--- src/rtl/sat_pkg.sv ---
`default_nettype none
// ============================================================================
// Module  : sat_pkg
// Brief   : Shared state encoding and width helper for the brute-force solver.
// Rev     : 1.0  initial release
// ============================================================================
package sat_pkg;

  typedef enum logic [1:0] {
    ST_IDLE   = 2'd0,
    ST_EVAL   = 2'd1,
    ST_REPORT = 2'd2
  } sat_state_e;

  // Index width for n items; never narrower than one bit.
  function automatic int var_w(input int n);
    return (n <= 2) ? 1 : $clog2(n);
  endfunction

endpackage
`default_nettype wire

--- src/rtl/sat_clause_mem.sv ---
`default_nettype none
// ============================================================================
// Module  : sat_clause_mem
// Brief   : Per-slot positive/negative literal masks with a combinational
//           clause-satisfied read port for the current assignment.
// Rev     : 1.0  initial release
// ============================================================================
module sat_clause_mem
  import sat_pkg::*;
#(
  parameter int  NUM_VARS    = 16,
  parameter int  MAX_CLAUSES = 16,
  localparam int VAR_W       = var_w(NUM_VARS),
  localparam int CNT_W       = var_w(MAX_CLAUSES + 1)
) (
  input  logic                clk,
  input  logic                resetN,
  input  logic                clr,
  input  logic                wr_en,
  input  logic [CNT_W-1:0]    wr_slot,
  input  logic [VAR_W-1:0]    wr_var,
  input  logic                wr_neg,
  input  logic [CNT_W-1:0]    rd_slot,
  input  logic [NUM_VARS-1:0] assign_vec,
  output logic                clauseSat
);

  logic [NUM_VARS-1:0]    w_var_onehot;
  logic [MAX_CLAUSES-1:0] w_slot_sat;

  assign w_var_onehot = NUM_VARS'(1) << wr_var;

  generate
    for (genvar s = 0; s < MAX_CLAUSES; s++) begin : g_slot
      logic [NUM_VARS-1:0] r_pos_mask;
      logic [NUM_VARS-1:0] r_neg_mask;

      always_ff @(posedge clk or negedge resetN) begin
        if (!resetN) begin
          r_pos_mask <= '0;
          r_neg_mask <= '0;
        end else if (clr) begin
          r_pos_mask <= '0;
          r_neg_mask <= '0;
        end else if (wr_en && (wr_slot == CNT_W'(s))) begin
          if (wr_neg) r_neg_mask <= r_neg_mask | w_var_onehot;
          else        r_pos_mask <= r_pos_mask | w_var_onehot;
        end
      end

      assign w_slot_sat[s] = (|(r_pos_mask & assign_vec)) |
                             (|(r_neg_mask & ~assign_vec));
    end
  endgenerate

  always_comb begin
    clauseSat = 1'b0;
    for (int s = 0; s < MAX_CLAUSES; s++) begin
      if (rd_slot == CNT_W'(s)) clauseSat = w_slot_sat[s];
    end
  end

endmodule
`default_nettype wire

--- src/rtl/sat_brute_solver.sv ---
`default_nettype none
// ============================================================================
// Module  : sat_brute_solver
// Brief   : Loads a CNF formula literal by literal, then exhaustively counts
//           through all assignments checking one clause per cycle.
// Rev     : 1.0  initial release
// ============================================================================
module sat_brute_solver
  import sat_pkg::*;
#(
  parameter int  NUM_VARS    = 16,
  parameter int  MAX_CLAUSES = 16,
  localparam int VAR_W       = var_w(NUM_VARS),
  localparam int CNT_W       = var_w(MAX_CLAUSES + 1)
) (
  input  logic                clk,
  input  logic                resetN,
  input  logic                litValid,
  input  logic [VAR_W-1:0]    varPos,
  input  logic                negCtrl,
  input  logic                clauseEnd,
  input  logic                clearCnf,
  input  logic                start,
  input  logic                abort,
  output logic                busy,
  output logic                done,
  output logic                sat,
  output logic [NUM_VARS-1:0] model,
  output logic                loadErr
);

  sat_state_e          r_state;
  logic [CNT_W-1:0]    r_clause_ptr;
  logic [CNT_W-1:0]    r_clause_count;
  logic [CNT_W-1:0]    r_clause_idx;
  logic [NUM_VARS-1:0] r_assign;
  logic [NUM_VARS-1:0] r_model;
  logic                r_sat;
  logic                r_load_err;

  logic w_idle;
  logic w_eval;
  logic w_clear;
  logic w_full;
  logic w_var_ok;
  logic w_lit_ok;
  logic w_lit_err;
  logic w_clause_sat;
  logic w_last_clause;

  assign w_idle   = (r_state == ST_IDLE);
  assign w_eval   = (r_state == ST_EVAL);
  assign w_clear  = clearCnf && !w_eval;
  assign w_full   = (r_clause_count == CNT_W'(MAX_CLAUSES));
  // Widened compare so non-power-of-two variable counts reject stray indices.
  assign w_var_ok = (32'(varPos) < 32'(NUM_VARS));

  assign w_lit_ok  = litValid && !w_clear && w_idle && w_var_ok && !w_full;
  assign w_lit_err = litValid && !w_clear && (!w_idle || !w_var_ok || w_full);

  assign w_last_clause = ((r_clause_idx + CNT_W'(1)) == r_clause_count);

  sat_clause_mem #(
    .NUM_VARS    (NUM_VARS),
    .MAX_CLAUSES (MAX_CLAUSES)
  ) u_mem (
    .clk        (clk),
    .resetN     (resetN),
    .clr        (w_clear),
    .wr_en      (w_lit_ok),
    .wr_slot    (r_clause_ptr),
    .wr_var     (varPos),
    .wr_neg     (negCtrl),
    .rd_slot    (r_clause_idx),
    .assign_vec (r_assign),
    .clauseSat  (w_clause_sat)
  );

  always_ff @(posedge clk or negedge resetN) begin
    if (!resetN) begin
      r_state        <= ST_IDLE;
      r_clause_ptr   <= '0;
      r_clause_count <= '0;
      r_clause_idx   <= '0;
      r_assign       <= '0;
      r_model        <= '0;
      r_sat          <= 1'b0;
      r_load_err     <= 1'b0;
    end else begin
      if (w_clear) begin
        r_clause_ptr   <= '0;
        r_clause_count <= '0;
        r_load_err     <= 1'b0;
        r_sat          <= 1'b0;
        r_model        <= '0;
      end else begin
        if (w_lit_ok && clauseEnd) begin
          r_clause_ptr   <= r_clause_ptr + CNT_W'(1);
          r_clause_count <= r_clause_count + CNT_W'(1);
        end
        if (w_lit_err) r_load_err <= 1'b1;
      end

      case (r_state)
        ST_IDLE: begin
          // Search sees the clause count from before any same-cycle load.
          if (start && !clearCnf) begin
            r_model <= '0;
            if (r_clause_count != '0) begin
              r_state      <= ST_EVAL;
              r_assign     <= '0;
              r_clause_idx <= '0;
              r_sat        <= 1'b0;
            end else begin
              r_state <= ST_REPORT;
              r_sat   <= 1'b1;
            end
          end
        end
        ST_EVAL: begin
          if (abort) begin
            r_state <= ST_IDLE;
            r_sat   <= 1'b0;
          end else if (w_clause_sat) begin
            if (w_last_clause) begin
              r_state <= ST_REPORT;
              r_sat   <= 1'b1;
              r_model <= r_assign;
            end else begin
              r_clause_idx <= r_clause_idx + CNT_W'(1);
            end
          end else if (&r_assign) begin
            r_state <= ST_REPORT;
            r_sat   <= 1'b0;
            r_model <= '0;
          end else begin
            r_assign     <= r_assign + NUM_VARS'(1);
            r_clause_idx <= '0;
          end
        end
        ST_REPORT: r_state <= ST_IDLE;
        default:   r_state <= ST_IDLE;
      endcase
    end
  end

  assign busy    = w_eval;
  assign done    = (r_state == ST_REPORT);
  assign sat     = r_sat;
  assign model   = r_model;
  assign loadErr = r_load_err;

endmodule
`default_nettype wire

--- config.mk ---
export PLATFORM = sky130hd
export DESIGN_NAME = sat_brute_solver
export DESIGN_NICKNAME = d
export VERILOG_FILES = /design/src/rtl/sat_pkg.sv /design/src/rtl/sat_clause_mem.sv /design/src/rtl/sat_brute_solver.sv
export SDC_FILE = /design/constraint.sdc
export NUM_CORES = 1
export LEC_CHECK = 0
export CORE_AREA = 2 2 216 218
export CTS_CLUSTER_SIZE = 25
export DETAILED_ROUTE_END_ITERATION = 16
export DIE_AREA = 0 0 218 220
export PLACE_DENSITY = 0.8
export RECOVER_POWER = 50
export SLEW_MARGIN = 10
export SYNTH_ARGS = -nofsm -noshare
export SYNTH_HDL_FRONTEND = slang
export SYNTH_HIERARCHICAL = 1
export SYNTH_SLANG_ARGS = --single-unit
--- constraint.sdc ---
create_clock -name clk -period 3.35 [get_ports clk]
set_input_delay 1.005 -clock clk [delete_from_list [all_inputs] [get_ports clk]]
set_output_delay 1.005 -clock clk [all_outputs]
set_load 0.01 [all_outputs]
=== After elaboration in Yosys (flattened, before gate mapping) ===
Cells that the tools add are included.

* $add $sub $neg: 4
* Equality and inequality tests: 44
* Shift-type cells: 1
* Multiplexer cells: 153
* Bitwise logic cells: 81
* Reduce and logical (&&, ||, !) cells: 121

{| class="wikitable"
|+ Operators by type and width
! kind !! number
|-
| 2-to-1 mux 16 bit || 107
|-
| bitwise AND 16 bit || 32
|-
| bitwise OR 16 bit || 32
|-
| OR reduction 16 bit || 32
|-
| == test 5 x 4 -> 1 bit, second input constant || 16
|-
| case mux 16 bit (2 select lines) || 2
|-
| AND reduction 2 bit || 32
|-
| 2-to-1 mux 5 bit || 10
|-
| == test 5 x 3 -> 1 bit, second input constant || 8
|-
| nonzero test 2 bit || 20
|-
| 2-to-1 mux 1 bit || 25
|-
| logical AND 1 bit || 23
|-
| == test 5 x 2 -> 1 bit, second input constant || 4
|-
| adder 16 x 1 -> 16 bit, second input constant || 1
|-
| NOT 16 bit || 1
|-
| bitwise OR 1 bit || 16
|-
| AND reduction 16 bit || 1
|-
| << shifter 1 x 4 -> 16 bit, first input constant || 1
|-
| adder 5 x 1 -> 5 bit, second input constant || 3
|-
| 2-to-1 mux 2 bit || 6
|-
| AND reduction 6 bit || 2
|-
| == test 5 x 1 -> 1 bit, second input constant || 2
|-
| logical NOT 5 bit || 2
|-
| case mux 5 bit (2 select lines) || 1
|-
| other kinds (17) || 25
|}

* Flip-flop bits (word level): 563
* Output and inout port bits: 20
* Word-level logic and storage cells: 444

=== Longest topological paths before layout ===
* Depth in word-level cells: 23
* Depth in mapped cells: 16
* Depth with buffers taken out: 11

=== Cells and area by module ===
Netlist, hierarchy kept.

{| class="wikitable"
|+ By module, submodules not included
! module !! instances !! cells each !! area an instance (µm²) !! sequential area each (µm²)
|-
| sat_clause_mem || 1 || 2179 || 22112.5 || 12812.3
|-
| sat_brute_solver || 1 || 267 || 2701.3 || 1276.2
|}

=== Least setup slack after synthesis ===
Ideal clock, no wire load.

* Kind: register -> register
* Start point: register r_assign[3]
* End point: register r_model[3] (netlist: model[3])
* Arrival time: 2.996 ns
* Required time: 3.284 ns
* Path slack: 0.289 ns
* Stages on the path, launching flop included: 17
* Buffers on the path: 5
* Period minus slack after synthesis: 3.061 ns
* Cells stage by stage: dfrtp_1 > buf_4 > buf_6 > mux2i_1 > nand4_1 > a2111oi_0 > a22oi_1 > nand3_1 > a211o_1 > a21oi_1 > clkbuf_1 > nand3_1 > nor4_4 > and2_1 > buf_2 > buf_4 > a22o_1

* Word-level cells in the longest chain between the ends: 23

{| class="wikitable"
|+ Ends and longest elaborated chain
! item !! RTL line !! RTL
|-
| start: declaration || sat_brute_solver.sv:36 || <nowiki>logic [NUM_VARS-1:0] r_assign;</nowiki>
|-
| start signal: assignment || sat_brute_solver.sv:137 || <nowiki>r_assign <= r_assign + NUM_VARS'(1);</nowiki>
|-
| NOT 16 bit || sat_clause_mem.sv:52 || <nowiki>(|(r_neg_mask & ~assign_vec));</nowiki>
|-
| bitwise AND 16 bit || sat_clause_mem.sv:52 ||
|-
| OR reduction 16 bit || sat_clause_mem.sv:52 ||
|-
| bitwise OR 1 bit || sat_clause_mem.sv:51 || <nowiki>assign w_slot_sat[s] = (|(r_pos_mask & assign_vec)) |</nowiki>
|-
| 2-to-1 mux 1 bit (15 in series) || sat_clause_mem.sv:59 || <nowiki>if (rd_slot == CNT_W'(s)) clauseSat = w_slot_sat[s];</nowiki>
|-
| 2-to-1 mux 1 bit * || sat_clause_mem.sv:59 ||
|-
| net w_clause_sat || sat_brute_solver.sv:48 || <nowiki>logic w_clause_sat;</nowiki>
|-
| 2-to-1 mux 16 bit * || sat_brute_solver.sv:124 || <nowiki>end else if (w_clause_sat) begin</nowiki>
|-
| 2-to-1 mux 16 bit * || sat_brute_solver.sv:121 || <nowiki>if (abort) begin</nowiki>
|-
| case mux 16 bit (2 select lines) * || sat_brute_solver.sv:104 || <nowiki>case (r_state)</nowiki>
|-
| end signal: assignment || sat_brute_solver.sv:128 || <nowiki>r_model <= r_assign;</nowiki>
|-
| end: declaration || sat_brute_solver.sv:37 || <nowiki>logic [NUM_VARS-1:0] r_model;</nowiki>
|}

Mark *: on every way through the listed nets, which the timed path passes. The rest lies on a longest branch.
A chain may end at the register's enable or synchronous reset.

=== Worst setup path after layout ===
* Start point: register r_assign[2]
* End point: register r_clause_idx[2]

* Word-level cells in the longest chain between the ends: 23

{| class="wikitable"
|+ Ends and longest elaborated chain
! item !! RTL line !! RTL
|-
| NOT 16 bit || sat_clause_mem.sv:52 ||
|-
| bitwise AND 16 bit || sat_clause_mem.sv:52 ||
|-
| OR reduction 16 bit || sat_clause_mem.sv:52 ||
|-
| bitwise OR 1 bit || sat_clause_mem.sv:51 ||
|-
| 2-to-1 mux 1 bit (15 in series) || sat_clause_mem.sv:59 ||
|-
| 2-to-1 mux 1 bit * || sat_clause_mem.sv:59 ||
|-
| net w_clause_sat || sat_brute_solver.sv:48 ||
|-
| 2-to-1 mux 5 bit || sat_brute_solver.sv:124 ||
|-
| 2-to-1 mux 5 bit || sat_brute_solver.sv:121 ||
|-
| case mux 5 bit (2 select lines) || sat_brute_solver.sv:104 ||
|-
| end signal: assignment || sat_brute_solver.sv:130 || <nowiki>r_clause_idx <= r_clause_idx + CNT_W'(1);</nowiki>
|-
| end: declaration || sat_brute_solver.sv:35 || <nowiki>logic [CNT_W-1:0] r_clause_idx;</nowiki>
|}

Mark *: on every way through the listed nets, which the timed path passes. The rest lies on a longest branch. The select of a mux whose other input is x is not followed.

==> results by group <==
Clock network
  • CTS Buf Count: 56
  • CTS hold repair buffers: 0
  • Clk sinks: 563
  • CTS root buf: clkbuf_16
  • CTS tree: yes
  • H-tree levels: 2
  • Worst-path clk slew: 0.07 ns
  • CTS max path bufs: 3
  • Later-pin clock latency in the skew report: 0.62 ns

Status
  • Failing checks: max-capacitance violations, max-slew violations, negative setup slack
  • Status: finished, violations left

Global route
  • Vias in the first global route: 20.23k
  • Global-route wire length before repair: 115.9 mm
  • Initial antenna violation count: 0
  • GRT Residual Overflow: 0
  • GRT Util Overall: 31.43%
  • Largest net degree at the start of global routing: 109

Timing
  • Final Hold Viols: 0
  • Final Cycle Share: 102.8%
  • # setup viols final: 23
  • Max Freq: 0.2904 GHz
  • Setup WS post-layout: -0.09367 ns
  • Max-slew headroom: -19.23%
  • RSZ-0062 raised after global routing: yes
  • Final Skew: 0.02027 ns
  • Slew Viols, Final: 66
  • Worst slew pin tran: 1.789 ns
  • Crit path time final: 3.444 ns

Synthesis
  • Post-synth EDFFs: 0
  • Post-synth cell types: 71
  • Avg Cell Area, Syn: 10.14 um2
  • Part of the Yosys area used for sequential elements: 56.78%
  • Seq cells post-synth: 563
  • Post-Syn Instances: 2,446
  • Synthesis Warnings: 6
  • Syn_nets: 2,463
  • Post-synth top flop: dfrtp_1
  • Fraction of registers with async set/reset: 100.0%
  • Synth Cell Area: 0.02481 mm2

Detailed routing
  • Final wirelength: 75.54 mm
  • Drt wl/cell: 23.68 um
  • Final ANT Viol Nets: 0
  • Via count: 20.51k
  • Vias per cell: 6.428
  • Drt drc: 0
  • Initial DRC Count: 2,699
  • Pre-antenna DRT Iters: 7

Finish
  • Filler Cell Count: 3,325
  • Post-layout net count: 2,556
  • Antenna cells: 0
  • Share of cells above drive strength 1: 14.32%
  • Syn-to-layout area delta: 18.42%
  • Finished Layout Cells: 3,190
  • Finished Core Util: 64.07%
  • Design area: 0.02938 mm2

Worst setup path
  • Critical Path Start: r_assign[2]
  • Largest fanout on the critical path: 16
  • Reg-to-Reg End: r_clause_idx[2]
  • R2R cell count: 14
  • Critical Path Sink Type: flip-flop
  • Worst EP required: 3.85 ns
  • R2r setup slk: -0.09 ns
  • Critical path class: reg2reg
  • CP Data Arrival Time: 3.94 ns
  • Critical path destination: r_clause_idx[2]
  • Worst r2r src: r_assign[2]
  • Type of origin of the critical path: flip-flop

Hold path
  • Hold crit path type: reg2reg
  • Worst hold path depth: 2

Floorplanning
  • I/O pin count: 32
  • Area of the core: 0.04586 mm2
  • Die area: 0.04796 mm2
  • Site Rows: 79
  • Initial core utilization: 54.10%
  • Die width: 218 um
  • Die height: 220 um

Placement
  • Port Buf Inserts: 31
  • Dpl cell area: 0.02714 mm2
  • HPWL after DPL: 45.78 mm
  • Cells after DPL: 3,065
  • GPL Wtd Cong: 0.9187
  • Worst slack at placement: -0.3220 ns

Power
  • Worst VDD drop: 0.0004986 V
  • Pwr/cell area: 540.6 mW/mm2
  • Lkg Pwr: 13.14 nW
  • PnR Total Power: 15.89 mW

Job
  • Total of max-cap violations: 1
## where the power goes
group	total, mW	leakage [nW]	internal, mW	switching [mW]
Combinational	2.25	4.40	0.845	1.40
Sequential	7.15	7.80	7.00	0.155
Clock	6.49	0.948	3.82	2.66
Total	15.9	13.1	11.7	4.22
## cell type report
type	count	area, um2	area share [%]
sequential	563	14090	47.95
multi-input combinational	1678	9968	33.92
timing repair buffer	224	2579	8.776
clock buffer	84	1708	5.812
tap	607	759.5	2.585
clock inverter	18	214.0	0.7281
inverter	16	67.56	0.2299
## metrics by stage
step	setup TNS [ns]	hold slack, ns
finish	-0.9925	0.4904
global route	-2.035	0.5088
detailed placement	-10.70	0.4749
floorplan	0	0.4549
CTS	0	0.3715
global placement	-4.804	0.4690
## critical path, cell delays in order, from the launching register on
cell and delay, ns:
dfrtp_1 0.44, buf_12 0.21, mux2i_1 0.23, nand4_1 0.18
nor4_2 0.42, buf_4 0.20, o22ai_2 0.09, nor4_1 0.29
a211o_1 0.19, a21oi_2 0.05, buf_4 0.15, nand3_4 0.06
nor4_4 0.06, a211o_1 0.38, a221o_1 0.35
## how the worst min path moves through the flow
stage                                           to                            from
detailed placement   u_mem/g_slot[5].r_neg_mask[6]   u_mem/g_slot[5].r_neg_mask[6]
finish               u_mem/g_slot[5].r_neg_mask[6]   u_mem/g_slot[5].r_neg_mask[6]
CTS                                    r_assign[2]                          resetN
global placement     u_mem/g_slot[6].r_neg_mask[6]   u_mem/g_slot[6].r_neg_mask[6]
floorplan           u_mem/g_slot[10].r_neg_mask[1]  u_mem/g_slot[10].r_neg_mask[1]
global route        u_mem/g_slot[4].r_pos_mask[15]  u_mem/g_slot[4].r_pos_mask[15]
## cells by family after synthesis
logic type	share of synthesized area [%]
compound gates	14.43
buf+inv	4.226
mux	9.893
simple gates	13.86
fa+ha+maj	0.2521
flops	56.78
xor+xnor	0.5648
## synth_stat cells (16+ instances only)
library cell    n  area share, %
dfrtp_1       563             57
nor2_1        545            8.2
buf_2          40           0.81
a22o_1         19           0.67
nand2_1        27           0.41
mux2i_1       243            9.8
inv_1          16           0.24
a21oi_1       530             11
buf_6          25            1.1
nor2b_1        20           0.50
clkbuf_1      113            1.7
nand4_1        68            1.7
nand3_1        27           0.54
nor3_1         25           0.50
## placed cells by master (no fill, tap or decap), types with 7 or more instances in the layout
master,netlist,routed
nand4_1,68,68
buf_4,10,114
nor2_4,0,8
dfrtp_1,563,563
nand2b_1,15,15
nor2b_1,20,20
nor3_2,2,11
a21oi_1,530,525
nor4_2,0,7
clkbuf_16,0,59
mux2i_1,243,239
nor2_1,545,535
o21bai_2,15,15
clkinv_2,0,7
inv_1,16,15
clkdlybuf4s50_1,0,30
nand3_1,27,24
clkbuf_1,113,11
a21o_1,15,15
nor3_1,25,16
nand2_1,27,27
buf_12,0,63
xor2_1,8,8
clkbuf_8,0,18
xnor2_1,8,8
a22o_1,19,19
## flip-flops by register name (all words and copies together), names as in the netlist
name	cells
loadErr	1
model	16
r_assign	16
r_clause_count	5
r_clause_idx	5
r_clause_ptr	5
r_state	2
sat	1
u_mem/g_slot.r_neg_mask	256
u_mem/g_slot.r_pos_mask	256
## routing by layer
metal	share of wire (%)	wire [um]	track usage [%]
met5	0	0	0
met1	38	28650	41.33
met3	11	8022	7.026
met4	5.7	4323	16.87
met2	46	34540	48.86
## timing repair
action                                  4_1_cts  5_1_grt
buffers inserted                              0       20
gates resized for setup                      10       38
gates cloned                                  0        3
endpoints found under the setup margin       33       39
pin swaps                                     3       28
Note: power is estimated with default switching activity, not from simulation.
